### src/rtl/edge_bbox_pkg.sv
// Shared edge-frame types for the Sobel stage and the bounding-box scanner.
// Purely declarative: no timing, no flow control.
package edge_bbox_pkg;

    localparam int FRAME_WIDTH  = 640;
    localparam int FRAME_HEIGHT = 480;
    localparam int EDGE_ADDR_W  = 19;
    localparam int EDGE_DATA_W  = 4;
    localparam int X_W          = 10;
    localparam int Y_W          = 9;

    typedef logic [X_W-1:0]         x_t;
    typedef logic [Y_W-1:0]         y_t;
    typedef logic [EDGE_DATA_W-1:0] edge_t;

    typedef struct packed {
        logic vld;
        x_t   x;
        y_t   y;
    } tag_t;

    // Border pixels are never written by the Sobel stage and hold stale data.
    function automatic logic is_interior(input x_t x, input y_t y,
                                         input x_t x_last, input y_t y_last);
        return (x != '0) && (x != x_last) && (y != '0) && (y != y_last);
    endfunction

endpackage

### src/rtl/edge_bbox_if.sv
// Control, BRAM read port and result bus of the bounding-box scanner.
// Latency: none (wires only); backpressure: none, the scanner paces the BRAM.
interface edge_bbox_if
    import edge_bbox_pkg::*;
#(
    parameter int ADDR_W = EDGE_ADDR_W
) ();

    logic              start;
    logic              busy;
    logic              done;
    logic [ADDR_W-1:0] edge_memory_addr;
    edge_t             edge_data;
    x_t                x_min;
    x_t                x_max;
    y_t                y_min;
    y_t                y_max;
    logic [ADDR_W-1:0] edge_count;
    logic              bbox_valid;

    modport master (
        output start, edge_data,
        input  busy, done, edge_memory_addr,
        input  x_min, x_max, y_min, y_max, edge_count, bbox_valid
    );

    modport slave (
        input  start, edge_data,
        output busy, done, edge_memory_addr,
        output x_min, x_max, y_min, y_max, edge_count, bbox_valid
    );

endinterface

### src/rtl/edge_bbox_acc.sv
// Edge-pixel population count and running min/max per axis.
// Latency: 1 cycle per sample; backpressure: none, accepts a sample every cycle.
module edge_bbox_acc
    import edge_bbox_pkg::*;
#(
    parameter int CNT_W = EDGE_ADDR_W
) (
    input  logic             clk,
    input  logic             rst_n,
    input  logic             clear,
    input  logic             sample_valid,
    input  logic             is_edge,
    input  x_t               x,
    input  y_t               y,
    output logic [CNT_W-1:0] count,
    output x_t               x_min,
    output x_t               x_max,
    output y_t               y_min,
    output y_t               y_max
);

    logic [CNT_W-1:0] cnt_q, cnt_d;
    x_t               x_min_q, x_min_d, x_max_q, x_max_d;
    y_t               y_min_q, y_min_d, y_max_q, y_max_d;

    always_comb begin
        cnt_d   = cnt_q;
        x_min_d = x_min_q;
        x_max_d = x_max_q;
        y_min_d = y_min_q;
        y_max_d = y_max_q;
        if (clear) begin
            cnt_d   = '0;
            x_min_d = '0;
            x_max_d = '0;
            y_min_d = '0;
            y_max_d = '0;
        end else if (sample_valid && is_edge) begin
            cnt_d = cnt_q + 1'b1;
            // An empty box has no meaningful extent, so the first edge seeds both bounds.
            if (cnt_q == '0) begin
                x_min_d = x;
                x_max_d = x;
                y_min_d = y;
                y_max_d = y;
            end else begin
                if (x < x_min_q) x_min_d = x;
                if (x > x_max_q) x_max_d = x;
                if (y < y_min_q) y_min_d = y;
                if (y > y_max_q) y_max_d = y;
            end
        end
    end

    always_ff @(posedge clk or negedge rst_n) begin
        if (!rst_n) begin
            cnt_q   <= '0;
            x_min_q <= '0;
            x_max_q <= '0;
            y_min_q <= '0;
            y_max_q <= '0;
        end else begin
            cnt_q   <= cnt_d;
            x_min_q <= x_min_d;
            x_max_q <= x_max_d;
            y_min_q <= y_min_d;
            y_max_q <= y_max_d;
        end
    end

    assign count = cnt_q;
    assign x_min = x_min_q;
    assign x_max = x_max_q;
    assign y_min = y_min_q;
    assign y_max = y_max_q;

endmodule

### src/rtl/edge_bbox.sv
// Raster scan of the edge BRAM producing one bounding box and edge count per frame.
// Latency: WIDTH*HEIGHT + READ_LATENCY + 1 cycles start-to-done; backpressure: none, start ignored while busy.
module edge_bbox
    import edge_bbox_pkg::*;
#(
    parameter int WIDTH        = FRAME_WIDTH,
    parameter int HEIGHT       = FRAME_HEIGHT,
    parameter int ADDR_W       = EDGE_ADDR_W,
    parameter int READ_LATENCY = 2,
    parameter int MIN_COUNT    = 16
) (
    input  logic       clk,
    input  logic       rst_n,
    edge_bbox_if.slave bus
);

    localparam logic [2:0] S_IDLE   = 3'd0;
    localparam logic [2:0] S_SCAN   = 3'd1;
    localparam logic [2:0] S_DRAIN  = 3'd2;
    localparam logic [2:0] S_FINISH = 3'd3;
    localparam logic [2:0] S_DONE   = 3'd4;

    localparam logic [ADDR_W-1:0] ADDR_LAST = ADDR_W'(WIDTH * HEIGHT - 1);
    localparam x_t                X_LAST    = x_t'(WIDTH - 1);
    localparam y_t                Y_LAST    = y_t'(HEIGHT - 1);
    localparam int                DRN_W     = $clog2(READ_LATENCY + 1);
    localparam logic [DRN_W-1:0]  DRN_LAST  = DRN_W'(READ_LATENCY - 1);

    logic [2:0]        state_q, state_d;
    logic [ADDR_W-1:0] addr_q, addr_d;
    x_t                x_q, x_d;
    y_t                y_q, y_d;
    logic [DRN_W-1:0]  drn_q, drn_d;
    tag_t              tag_q [READ_LATENCY];
    tag_t              tag_d [READ_LATENCY];
    tag_t              new_tag;
    tag_t              tag_out;
    logic              acc_clear;

    x_t                x_min_q, x_min_d, x_max_q, x_max_d;
    y_t                y_min_q, y_min_d, y_max_q, y_max_d;
    logic [ADDR_W-1:0] count_q, count_d;
    logic              valid_q, valid_d;

    logic [ADDR_W-1:0] acc_count;
    x_t                acc_x_min, acc_x_max;
    y_t                acc_y_min, acc_y_max;

    always_comb begin
        state_d   = state_q;
        addr_d    = addr_q;
        x_d       = x_q;
        y_d       = y_q;
        drn_d     = drn_q;
        acc_clear = 1'b0;
        new_tag   = '0;
        x_min_d   = x_min_q;
        x_max_d   = x_max_q;
        y_min_d   = y_min_q;
        y_max_d   = y_max_q;
        count_d   = count_q;
        valid_d   = valid_q;
        case (state_q)
            S_IDLE, S_DONE: begin
                if (bus.start) begin
                    state_d   = S_SCAN;
                    addr_d    = '0;
                    x_d       = '0;
                    y_d       = '0;
                    drn_d     = '0;
                    acc_clear = 1'b1;
                end
            end
            S_SCAN: begin
                new_tag.vld = 1'b1;
                new_tag.x   = x_q;
                new_tag.y   = y_q;
                if (addr_q == ADDR_LAST) begin
                    state_d = S_DRAIN;
                    drn_d   = '0;
                end else begin
                    addr_d = addr_q + 1'b1;
                    if (x_q == X_LAST) begin
                        x_d = '0;
                        y_d = y_q + 1'b1;
                    end else begin
                        x_d = x_q + 1'b1;
                    end
                end
            end
            S_DRAIN: begin
                if (drn_q == DRN_LAST) state_d = S_FINISH;
                else                   drn_d   = drn_q + 1'b1;
            end
            S_FINISH: begin
                state_d = S_DONE;
                x_min_d = acc_x_min;
                x_max_d = acc_x_max;
                y_min_d = acc_y_min;
                y_max_d = acc_y_max;
                count_d = acc_count;
                valid_d = (acc_count >= ADDR_W'(MIN_COUNT));
            end
            default: state_d = S_IDLE;
        endcase
    end

    // Each tag travels alongside its address so it meets the matching BRAM word.
    always_comb begin
        tag_d[0] = new_tag;
        for (int i = 1; i < READ_LATENCY; i++) tag_d[i] = tag_q[i-1];
    end

    assign tag_out = tag_q[READ_LATENCY-1];

    always_ff @(posedge clk or negedge rst_n) begin
        if (!rst_n) begin
            state_q <= S_IDLE;
            addr_q  <= '0;
            x_q     <= '0;
            y_q     <= '0;
            drn_q   <= '0;
            for (int i = 0; i < READ_LATENCY; i++) tag_q[i] <= '0;
            x_min_q <= '0;
            x_max_q <= '0;
            y_min_q <= '0;
            y_max_q <= '0;
            count_q <= '0;
            valid_q <= 1'b0;
        end else begin
            state_q <= state_d;
            addr_q  <= addr_d;
            x_q     <= x_d;
            y_q     <= y_d;
            drn_q   <= drn_d;
            for (int i = 0; i < READ_LATENCY; i++) tag_q[i] <= tag_d[i];
            x_min_q <= x_min_d;
            x_max_q <= x_max_d;
            y_min_q <= y_min_d;
            y_max_q <= y_max_d;
            count_q <= count_d;
            valid_q <= valid_d;
        end
    end

    edge_bbox_acc #(
        .CNT_W (ADDR_W)
    ) u_acc (
        .clk          (clk),
        .rst_n        (rst_n),
        .clear        (acc_clear),
        .sample_valid (tag_out.vld && is_interior(tag_out.x, tag_out.y, X_LAST, Y_LAST)),
        .is_edge      (|bus.edge_data),
        .x            (tag_out.x),
        .y            (tag_out.y),
        .count        (acc_count),
        .x_min        (acc_x_min),
        .x_max        (acc_x_max),
        .y_min        (acc_y_min),
        .y_max        (acc_y_max)
    );

    assign bus.busy             = (state_q == S_SCAN) || (state_q == S_DRAIN) || (state_q == S_FINISH);
    assign bus.done             = (state_q == S_DONE);
    assign bus.edge_memory_addr = addr_q;
    assign bus.x_min            = x_min_q;
    assign bus.x_max            = x_max_q;
    assign bus.y_min            = y_min_q;
    assign bus.y_max            = y_max_q;
    assign bus.edge_count       = count_q;
    assign bus.bbox_valid       = valid_q;

endmodule

### src/flat_wrapper.sv
// flat-port wrapper written by rule: the top's interface ports become plain ports
module edge_bbox_flat import edge_bbox_pkg::*;
#(
    parameter int WIDTH        = FRAME_WIDTH,
    parameter int HEIGHT       = FRAME_HEIGHT,
    parameter int ADDR_W       = EDGE_ADDR_W,
    parameter int READ_LATENCY = 2,
    parameter int MIN_COUNT    = 16
)
  (clk, rst_n, bus_start, bus_edge_data, bus_busy, bus_done, bus_edge_memory_addr, bus_x_min, bus_x_max, bus_y_min, bus_y_max, bus_edge_count, bus_bbox_valid);
  edge_bbox_if #(.ADDR_W(ADDR_W)) bus_i ();
  input  logic clk;
  input  logic rst_n;
  input wire logic [$bits(bus_i.start)-1:0] bus_start;
  input wire logic [$bits(bus_i.edge_data)-1:0] bus_edge_data;
  output wire logic [$bits(bus_i.busy)-1:0] bus_busy;
  output wire logic [$bits(bus_i.done)-1:0] bus_done;
  output wire logic [$bits(bus_i.edge_memory_addr)-1:0] bus_edge_memory_addr;
  output wire logic [$bits(bus_i.x_min)-1:0] bus_x_min;
  output wire logic [$bits(bus_i.x_max)-1:0] bus_x_max;
  output wire logic [$bits(bus_i.y_min)-1:0] bus_y_min;
  output wire logic [$bits(bus_i.y_max)-1:0] bus_y_max;
  output wire logic [$bits(bus_i.edge_count)-1:0] bus_edge_count;
  output wire logic [$bits(bus_i.bbox_valid)-1:0] bus_bbox_valid;
  assign bus_i.start = bus_start;
  assign bus_i.edge_data = bus_edge_data;
  assign bus_busy = bus_i.busy;
  assign bus_done = bus_i.done;
  assign bus_edge_memory_addr = bus_i.edge_memory_addr;
  assign bus_x_min = bus_i.x_min;
  assign bus_x_max = bus_i.x_max;
  assign bus_y_min = bus_i.y_min;
  assign bus_y_max = bus_i.y_max;
  assign bus_edge_count = bus_i.edge_count;
  assign bus_bbox_valid = bus_i.bbox_valid;
  edge_bbox #(.WIDTH(WIDTH), .HEIGHT(HEIGHT), .ADDR_W(ADDR_W), .READ_LATENCY(READ_LATENCY), .MIN_COUNT(MIN_COUNT)) u_core (.clk(clk), .rst_n(rst_n), .bus(bus_i));
endmodule
### config.mk
export PLATFORM = sky130hd
export DESIGN_NAME = edge_bbox_flat
export DESIGN_NICKNAME = d
export VERILOG_FILES = /design/src/rtl/edge_bbox_pkg.sv /design/src/rtl/edge_bbox_if.sv /design/src/rtl/edge_bbox_acc.sv /design/src/rtl/edge_bbox.sv /design/src/flat_wrapper.sv
export SDC_FILE = /design/constraint.sdc
export NUM_CORES = 1
export LEC_CHECK = 0
export CAP_MARGIN = 15
export CORE_UTILIZATION = 41
export DETAILED_ROUTE_END_ITERATION = 8
export HOLD_SLACK_MARGIN = 0.03
export PLACE_DENSITY_LB_ADDON = 0.1
export REMOVE_ABC_BUFFERS = 1
export SLEW_MARGIN = 20
export SYNTH_ARGS = -nofsm -noshare
export SYNTH_HDL_FRONTEND = slang
export SYNTH_SLANG_ARGS = --single-unit
### constraint.sdc
create_clock -name clk -period 3.05 [get_ports clk]
set_input_delay 0.61 -clock clk [delete_from_list [all_inputs] [get_ports clk]]
set_output_delay 0.61 -clock clk [all_outputs]
set_load 0.05 [all_outputs]
## Word level (Yosys, flattened, before mapping)

Index checks and enable logic that the tools add are counted.

| cells by class | value |
|---|---|
| add/subtract/negate cells | 5 |
| magnitude comparators | 5 |
| equal/unequal tests | 15 |
| muxes and demuxes | 40 |
| reduce and logical (&&, ||, !) cells | 28 |

Operators by type and width:

| operator | count |
|---|---|
| 2-to-1 mux 10 bit | 11 |
| 2-to-1 mux 9 bit | 11 |
| 2-to-1 mux 19 bit | 4 |
| adder 19 x 1 -> 19 bit, second input constant | 2 |
| one-hot mux 19 bit (2 select lines) | 1 |
| 2-to-1 mux 20 bit | 1 |
| one-hot mux 10 bit (2 select lines) | 1 |
| == test 19 bit, second input constant | 1 |
| greater-or-equal comparator 19 x 5 -> 1 bit, second input constant | 1 |
| logical NOT 19 bit | 1 |
| one-hot mux 9 bit (2 select lines) | 1 |
| nonzero test 3 bit | 5 |
| one-hot mux 3 bit (4 select lines) | 1 |
| adder 10 x 1 -> 10 bit, second input constant | 1 |
| == test 10 bit, second input constant | 1 |
| > comparator 10 bit | 1 |
| less-than comparator 10 bit | 1 |
| inequality test 10 bit, second input constant | 1 |
| nonzero test 10 bit | 1 |
| adder 9 x 1 -> 9 bit, second input constant | 1 |
| > comparator 9 bit | 1 |
| less-than comparator 9 bit | 1 |
| 2-to-1 mux 3 bit | 3 |
| inequality test 9 bit, second input constant | 1 |
| other kinds (20) | 39 |

| storage, ports and cells | value |
|---|---|
| register bits | 198 |
| input bits | 7 |
| output and inout port bits | 79 |
| word-level logic and storage cells | 115 |

## Depth between registers and ports, before layout

Gate-level depths: netlist of the first run.

| logic depth | value |
|---|---|
| depth after elaboration | 8 |
| depth in mapped cells | 9 |

## Modules after synthesis

A second synthesis of the first run with hierarchy kept.

| unflattened totals | value |
|---|---|
| cells, all modules | 839 |
| area, all modules | 9387.8 um2 |

By module, submodules not included:

| module | instances | cells an instance | area an instance (um2) | sequential area each (um2) |
|---|---|---|---|---|
| edge_bbox | 1 | 467 | 5860.6 | 3528.4 |
| edge_bbox_acc | 1 | 372 | 3527.1 | 1426.4 |

## Worst setup path after synthesis of the first run

OpenSTA, ideal clock, no wires.

| timing | value |
|---|---|
| kind | register to register |
| from | reg u_core.addr_q[0] (netlist: u_core.bus.edge_memory_addr[0]) |
| to | reg u_core.drn_q[0] |
| arrival time | 2186 ps |
| data required time | 2925 ps |
| path slack | 740 ps |
| stages on the path, launching flop included | 8 |
| clock period less this slack | 2310 ps |
| cell sequence | dfrtp_1 ha_1 and3_1 nand4_1 o21ai_1 buf_2 o31ai_1 mux2_2 |

| between the ends | value |
|---|---|
| word-level cells in the longest chain between the ends | 3 |

RTL lines:

| what | line | RTL |
|---|---|---|
| start: declaration | edge_bbox.sv:30 | `logic [ADDR_W-1:0] addr_q, addr_d;` |
| start signal: assignment | edge_bbox.sv:132 | `addr_q <= addr_d;` |
| == test 19 bit | edge_bbox.sv:78 | `if (addr_q == ADDR_LAST) begin` |
| inequality test 2 x 1 -> 1 bit (no source line) | n/a |  |
| AND reduction 4 bit (no source line) | n/a |  |
| end signal: assignment | edge_bbox.sv:135 | `drn_q <= drn_d;` |
| end: declaration | edge_bbox.sv:33 | `logic [DRN_W-1:0] drn_q, drn_d;` |

Every way passes these cells.
A chain may end at the register's enable or synchronous reset.

## Worst setup path in the final report of the first run

| timing | value |
|---|---|
| from | reg u_core.tag_out[15] (netlist name) |
| to | reg u_core.u_acc.x_max_q[8] (netlist: u_core.u_acc.x_max[8]) |

| between the ends | value |
|---|---|
| word-level cells in the longest chain between the ends | 8 |

RTL lines:

| what | line | RTL |
|---|---|---|
| parallel branches: the longest is 7 deep, another holds > comparator 10 bit | n/a |  |
| AND reduction 2 bit (no source line) (*) | n/a |  |
| end signal: assignment | edge_bbox_acc.sv:65 | `x_max_q <= x_max_d;` |
| end: declaration | edge_bbox_acc.sv:23 | `x_t x_min_q, x_min_d, x_max_q, x_max_d;` |

Every way passes the cells marked *.

==> flow_metrics.tcl, run 1 <==
set metrics [dict create \
    layout_common_cells "dfrtp_1 (198), nand2_1 (95), clkdlybuf4s50_1 (84)" \
    drtIter0Drc 229 \
    clockBufferDepth 2 \
    cts_made_buffers 17 \
    antenna_found_initial 0 \
    port_buffers 85 \
    worst_path_most_repeated_cell "o311ai_0" \
    clkSinkCount 198 \
    cts_setup_buffers 0 \
    min_period_over_period_pct 86.8 \
    layout-drive-gt1-share_pct 9.88 \
    reg2reg_depth 7 \
    finalCriticalPeriod_ns 2.65 \
    synth-seq-area-share_pct 55.3 \
    min_path_type "input pin to asynchronous set/reset pin" \
    coreArea_mm2 0.0212 \
    wl_per_cell_um 15.8 \
    status "completed" \
    final-setup-viol-count 0 \
    n_antenna_cell 0 \
    ys_seq_elements 198 \
    p_leak_nw 4.94 \
    power_density_mw_per_mm2 732 \
    worst_slew_pin_slew_ns 0.728 \
    cp_max_fo 10 \
    async_flop_share_pct 100 \
    layout.cells.non_filler 1216 \
    ctsResizeCount 0 \
    max_stage_delay_ns 0.71 \
    num-nets-final 978 \
    postPlaceCellArea_mm2 0.0102 \
    hold_violations 0 \
    syn_avg_cell_area_um2 10.8 \
    path_cells "ha_1, and3_1, nand3_1, o311ai_0, o311ai_0, a211oi_2, a22o_1" \
    ys.flop_type "dfrtp_1" \
    netlist_area_mm2 0.00896 \
    skew_ns 0.00858 \
    root_buffer "clkbuf_16" \
    synth-edff-count 0 \
    end_kind "register" \
    pin_count 86 \
    path_clk_slew_ns 0.07 \
    vdd_ir_drop_max_mv 0.434 \
    crit_required_ns 3.40 \
    cts_hold_buf 0 \
    dpl.hpwl_mm 13.3 \
    cp.buffers_inverters 0 \
    whs_ns 0.251 \
    grt.total_usage_pct 18.6 \
    cp-start-kind "register" \
    vias 6263 \
    clock_latency_ns 0.42 \
    syn_inst 833 \
    finalInstanceArea_mm2 0.0109 \
    final_common_cell "dfrtp_1" \
    drv_cap 0 \
    crit_cells 7 \
    place.gp.congestion 0.797 \
    grt_pass1_vias 6268 \
    cts_tree "yes" \
    slew-limit-headroom_pct 51.4 \
    via_per_inst 5.15 \
    tns_ns 0 \
    slew_violations 0 \
    crit_arrival_ns 3.00 \
    max_freq_mhz 378 \
    drtAntennaViolNets 0 \
    rsz0062_at_grt "false" \
    cp_slowest_cell "a211oi_2" \
    dieArea_mm2 0.0225 \
    grt.overflow.total 0 \
    htree_num_levels 4 \
    grt_pass1_wl_mm 32.7 \
    drc 0 \
    ys_warn_count 0 \
    initial_core_util_pct 42.2 \
    num_rows 53 \
    die_h_um 150 \
    synth_cell_types 58 \
    post-place-cells 1185 \
    routed_wirelength_mm 19.2 \
    grt_max_degree 99 \
    area_delta_synth_final_pct 21.1 \
    die-width_um 150 \
    path_class "register to register" \
    drt-pass1-iter-count 4 \
    cp_top_family "compound AO/OA/AOI/OAI gates" \
]
[registers in the layout, indices dropped and copies added (netlist names), 9 cells and up]
signal and flops:
u_core.bus.y_min 9, u_core.tag_d 20, u_core.bus.edge_memory_addr 19, u_core.u_acc.y_max 9
u_core.bus.x_min 10, u_core.u_acc.y_min 9, u_core.u_acc.x_max 10, u_core.u_acc.x_min 10
u_core.bus.x_max 10, u_core.x_q 10, u_core.bus.edge_count 19, u_core.bus.y_max 9
u_core.y_q 9, u_core.u_acc.count 19, u_core.tag_out 20
[stage by stage]
step / power [mW] / setup slack [ns] / utilization, %
after detailed placement: 5.71 / 0.307 / 48.3
after global placement: 5.68 / 0.405 / 48.3
after floorplan: 4.87 / -0.0413 / -
final: 7.95 / 0.402 / 51.1
after global routing: 8.44 / 0.258 / 51.1
after CTS: 8.05 / 0.390 / 51.1
[final cells by class]
type                    instances  area, um2
multi-input cells             554       3700
flip-flops and latches        198       4950
repair buffers                105       1050
clock inverters                10        144
fillers                      1947      10400
well taps                     275        344
clock buffers                  21        460
inverters                      53        199
[worst paths after layout]
| kind | startpoint | end | slack, ns |
|---|---|---|---|
| setup / recovery | u_core.tag_out[15] | u_core.u_acc.x_max[8] | 0.40 |
| hold reg to reg | u_core.tag_d[6] | u_core.tag_out[6] | 0.35 |
| setup reg to reg | u_core.tag_out[15] | u_core.u_acc.x_max[8] | 0.40 |
| max in group asynchronous | rst_n | u_core.tag_out[4] | 2.05 |
| hold / removal | rst_n | u_core.bus.x_min[4] | 0.25 |
| min in group clk | u_core.tag_d[6] | u_core.tag_out[6] | 0.35 |
[Yosys cell counts (2+ instances only)]
master	count	area (um2)
nand2_1	95	357
dfrtp_1	198	4950
a31oi_1	2	12.5
a21o_1	8	60.1
or4_1	7	52.6
mux2_1	9	101
o41ai_1	5	43.8
nand4bb_1	2	22.5
or3_2	3	22.5
nand2b_1	6	37.5
and3_1	10	62.6
o21ai_1	5	25.0
xor2_1	7	61.3
o21ai_0	67	335
or3_1	12	75.1
and2_1	30	188
o21bai_1	2	15.0
o21a_1	2	15.0
o311ai_0	4	35.0
nor4_1	8	50.1
clkbuf_1	21	78.8
o31ai_1	5	37.5
buf_2	4	20.0
a31o_2	3	26.3
a22o_1	12	105
mux2_2	28	315
xnor2_1	17	149
a221oi_1	2	17.5
ha_1	42	526
buf_1	2	7.51
nor3_1	7	35.0
inv_1	53	199
nor3b_1	3	22.5
and4_1	4	35.0
mux2i_1	10	100
a21oi_1	29	145
a211oi_1	4	30.0
nor2_1	45	169
nand3_1	21	105
nand4_1	21	131
[layer usage]
layer | up-vias | GRT usage, % | wire length (um)
li1 | 3116 | - | -
met1 | 3025 | 26.6 | 9630
met2 | 109 | 28.4 | 8770
met3 | 13 | 4.09 | 599
met4 | 0 | 4.75 | 225
met5 | - | 0 | 0
[cells by family (layout without fill, tap and decap cells)]
group,count (synthesis),in the layout,synth area share (%)
xor gates and xnor gates,24,24,2.35
adders and majority gates,42,42,5.86
muxes,47,47,5.77
buffers and inverters,81,189,3.46
AOI/OAI and AO/OA,161,161,11.4
DFF,198,198,55.3
and+or+nand+nor,280,280,15.9
[where the power goes]
part           internal [mW]  total [mW]  switching [mW]  leakage (nW)
registers               2.97        3.30           0.334          2.69
clock network           1.34        2.32           0.978         0.286
logic                  0.951        2.33            1.38          1.97
total                   5.26        7.95            2.69          4.94
(Power assumes the default switching activity.)
==> run 2: changes to the inputs <==
--- a/config.mk
+++ b/config.mk
@@ -7,3 +7,3 @@
 export LEC_CHECK = 0
-export CAP_MARGIN = 15
+export CAP_MARGIN = 40
 export CORE_UTILIZATION = 41
==> constraint.sdc (replaced) <==
create_clock -name clk -period 3.05 [get_ports clk]
set_input_delay 0.4575 -clock clk [delete_from_list [all_inputs] [get_ports clk]]
set_output_delay 0.4575 -clock clk [all_outputs]
set_load 0.05 [all_outputs]
==> flow_metrics.tcl, run 2 (synthesis gave the netlist of run 1 again) <==
set metrics [dict create \
    layout_common_cells "dfrtp_1 (198), nand2_1 (95), clkdlybuf4s50_1 (84)" \
    finish.utilization_pct 51.0 \
    drt-pass1-iter-count 6 \
    cts_made_buffers 17 \
    pwr-share-comb_pct 29.6 \
    vias 6342 \
    initial_core_util_pct 42.2 \
    vdd_ir_drop_max_mv 0.506 \
    clock_latency_ns 0.44 \
    grt.total_usage_pct 18.7 \
    cp.buffers_inverters 0 \
    drtIter0Drc 329 \
    worst_path_most_repeated_cell "o311ai_0" \
    drc 0 \
    cp-start-kind "register" \
    num-nets-final 978 \
    routed_wirelength_mm 19.4 \
    die-width_um 150 \
    dieArea_mm2 0.0225 \
    area_delta_synth_final_pct 20.9 \
    seq_power_share_pct 41.7 \
    pwr-share-clk_pct 28.8 \
    layout-drive-gt1-share_pct 10.2 \
    multi_input_comb_area_mm2 0.00370 \
    worst_slew_pin_slew_ns 0.767 \
    final_common_cell "dfrtp_1" \
    finalCriticalPeriod_ns 2.63 \
    cp_top_family "compound AO/OA/AOI/OAI gates" \
    ctsResizeCount 0 \
    path_class "register to register" \
    grt_pass1_vias 6136 \
    hold_violations 0 \
    htree_num_levels 4 \
    grt_max_degree 99 \
    dp_slack_ns 0.320 \
    switchingPower_mw 2.79 \
    antenna_found_initial 0 \
    cp_slowest_cell "a211oi_2" \
    nFillCells 1994 \
    skew_ns 0.0137 \
    drtAntennaViolNets 0 \
    n_antenna_cell 0 \
    path_clk_slew_ns 0.08 \
    power_density_mw_per_mm2 732 \
    grt_pass1_wl_mm 32.5 \
    die_h_um 150 \
    cts_tree "yes" \
    root_buffer "clkbuf_16" \
    internal_power_mw 5.14 \
    cts_hold_buf 0 \
    cp_max_fo 10 \
    place.gp.congestion 0.785 \
    r2r_setup_slack_ns 0.42 \
    via_per_inst 5.21 \
    dpl.hpwl_mm 13.5 \
    max_freq_mhz 381 \
    crit_arrival_ns 3.00 \
    cts_setup_buffers 0 \
    clkSinkCount 198 \
    pin_count 86 \
    drv_cap 0 \
    p_leak_nw 4.92 \
    min_period_over_period_pct 86.1 \
    clockBufferDepth 2 \
    sw_frac_of_total_pct 35.2 \
    port_buffers 85 \
    coreArea_mm2 0.0212 \
    slew_violations 0 \
    final-setup-viol-count 0 \
    seqCellArea_mm2 0.00495 \
    end_kind "register" \
    wl_per_cell_um 16.0 \
    setup_ws_ns 0.423 \
    rsz0062_at_grt "false" \
    max_stage_delay_ns 0.73 \
    min_path_type "input pin to asynchronous set/reset pin" \
    status "completed" \
    crit_required_ns 3.42 \
    slew-limit-headroom_pct 48.8 \
    path_cells "ha_1, and3_1, nand3_1, o311ai_0, o311ai_0, a211oi_2, a22o_1" \
    grt.overflow.total 0 \
    num_rows 53 \
]
[run 2: worst paths after layout]
| path | cells after the start | from | endpoint |
|---|---|---|---|
| worst max-delay path | 7 | u_core.tag_out[14] | u_core.u_acc.x_max[1] |
| worst min-delay path | 1 | rst_n | u_core.bus.x_max[3] |
| worst max register to register | 7 | u_core.tag_out[14] | u_core.u_acc.x_max[1] |
| worst min register to register | 0 | u_core.tag_d[11] | u_core.tag_out[11] |
| max in group asynchronous | 2 | rst_n | u_core.tag_out[7] |
| min in group clk | 0 | u_core.tag_d[11] | u_core.tag_out[11] |
[run 2: routing by layer]
layer	track usage, %	up-vias	part of all wire, %
met5	0	-	0
met4	5.61	0	1.2
met3	3.45	16	3.6
met2	29.2	119	46
met1	26.3	3084	49
li1	-	3123	-
[run 2: power groups by stage]
stage	Combinational, mW	Clock, mW	Sequential [mW]
final	2.35	2.28	3.30
after global routing	2.59	2.44	3.36
after CTS	2.38	2.33	3.30
after detailed placement	2.37	0	3.35
after global placement	2.34	0	3.35
after floorplan	1.44	0	3.44
[run 2: final cells by class]
class / count / area share (%)
flip-flops and latches: 198 / 45.7
multi-input cells: 554 / 34.1
repair buffers: 105 / 9.62
clock buffers: 17 / 3.93
well taps: 275 / 3.18
inverters: 53 / 1.84
clock inverters: 15 / 1.56
[run 2: through the flow]
step	hold WS, ns	setup TNS [ns]	instances	total power [mW]	instance area, um2
2_1_floorplan	0.162	-0.0413	805	4.87	8850
6_report	0.0561	0	1217	7.93	10800
3_3_place_gp	0.332	0	1185	5.69	10200
5_1_grt	0.0975	0	1217	8.39	10800
3_5_place_dp	0.335	0	1185	5.72	10200
4_1_cts	0.0740	0	1217	8.02	10800
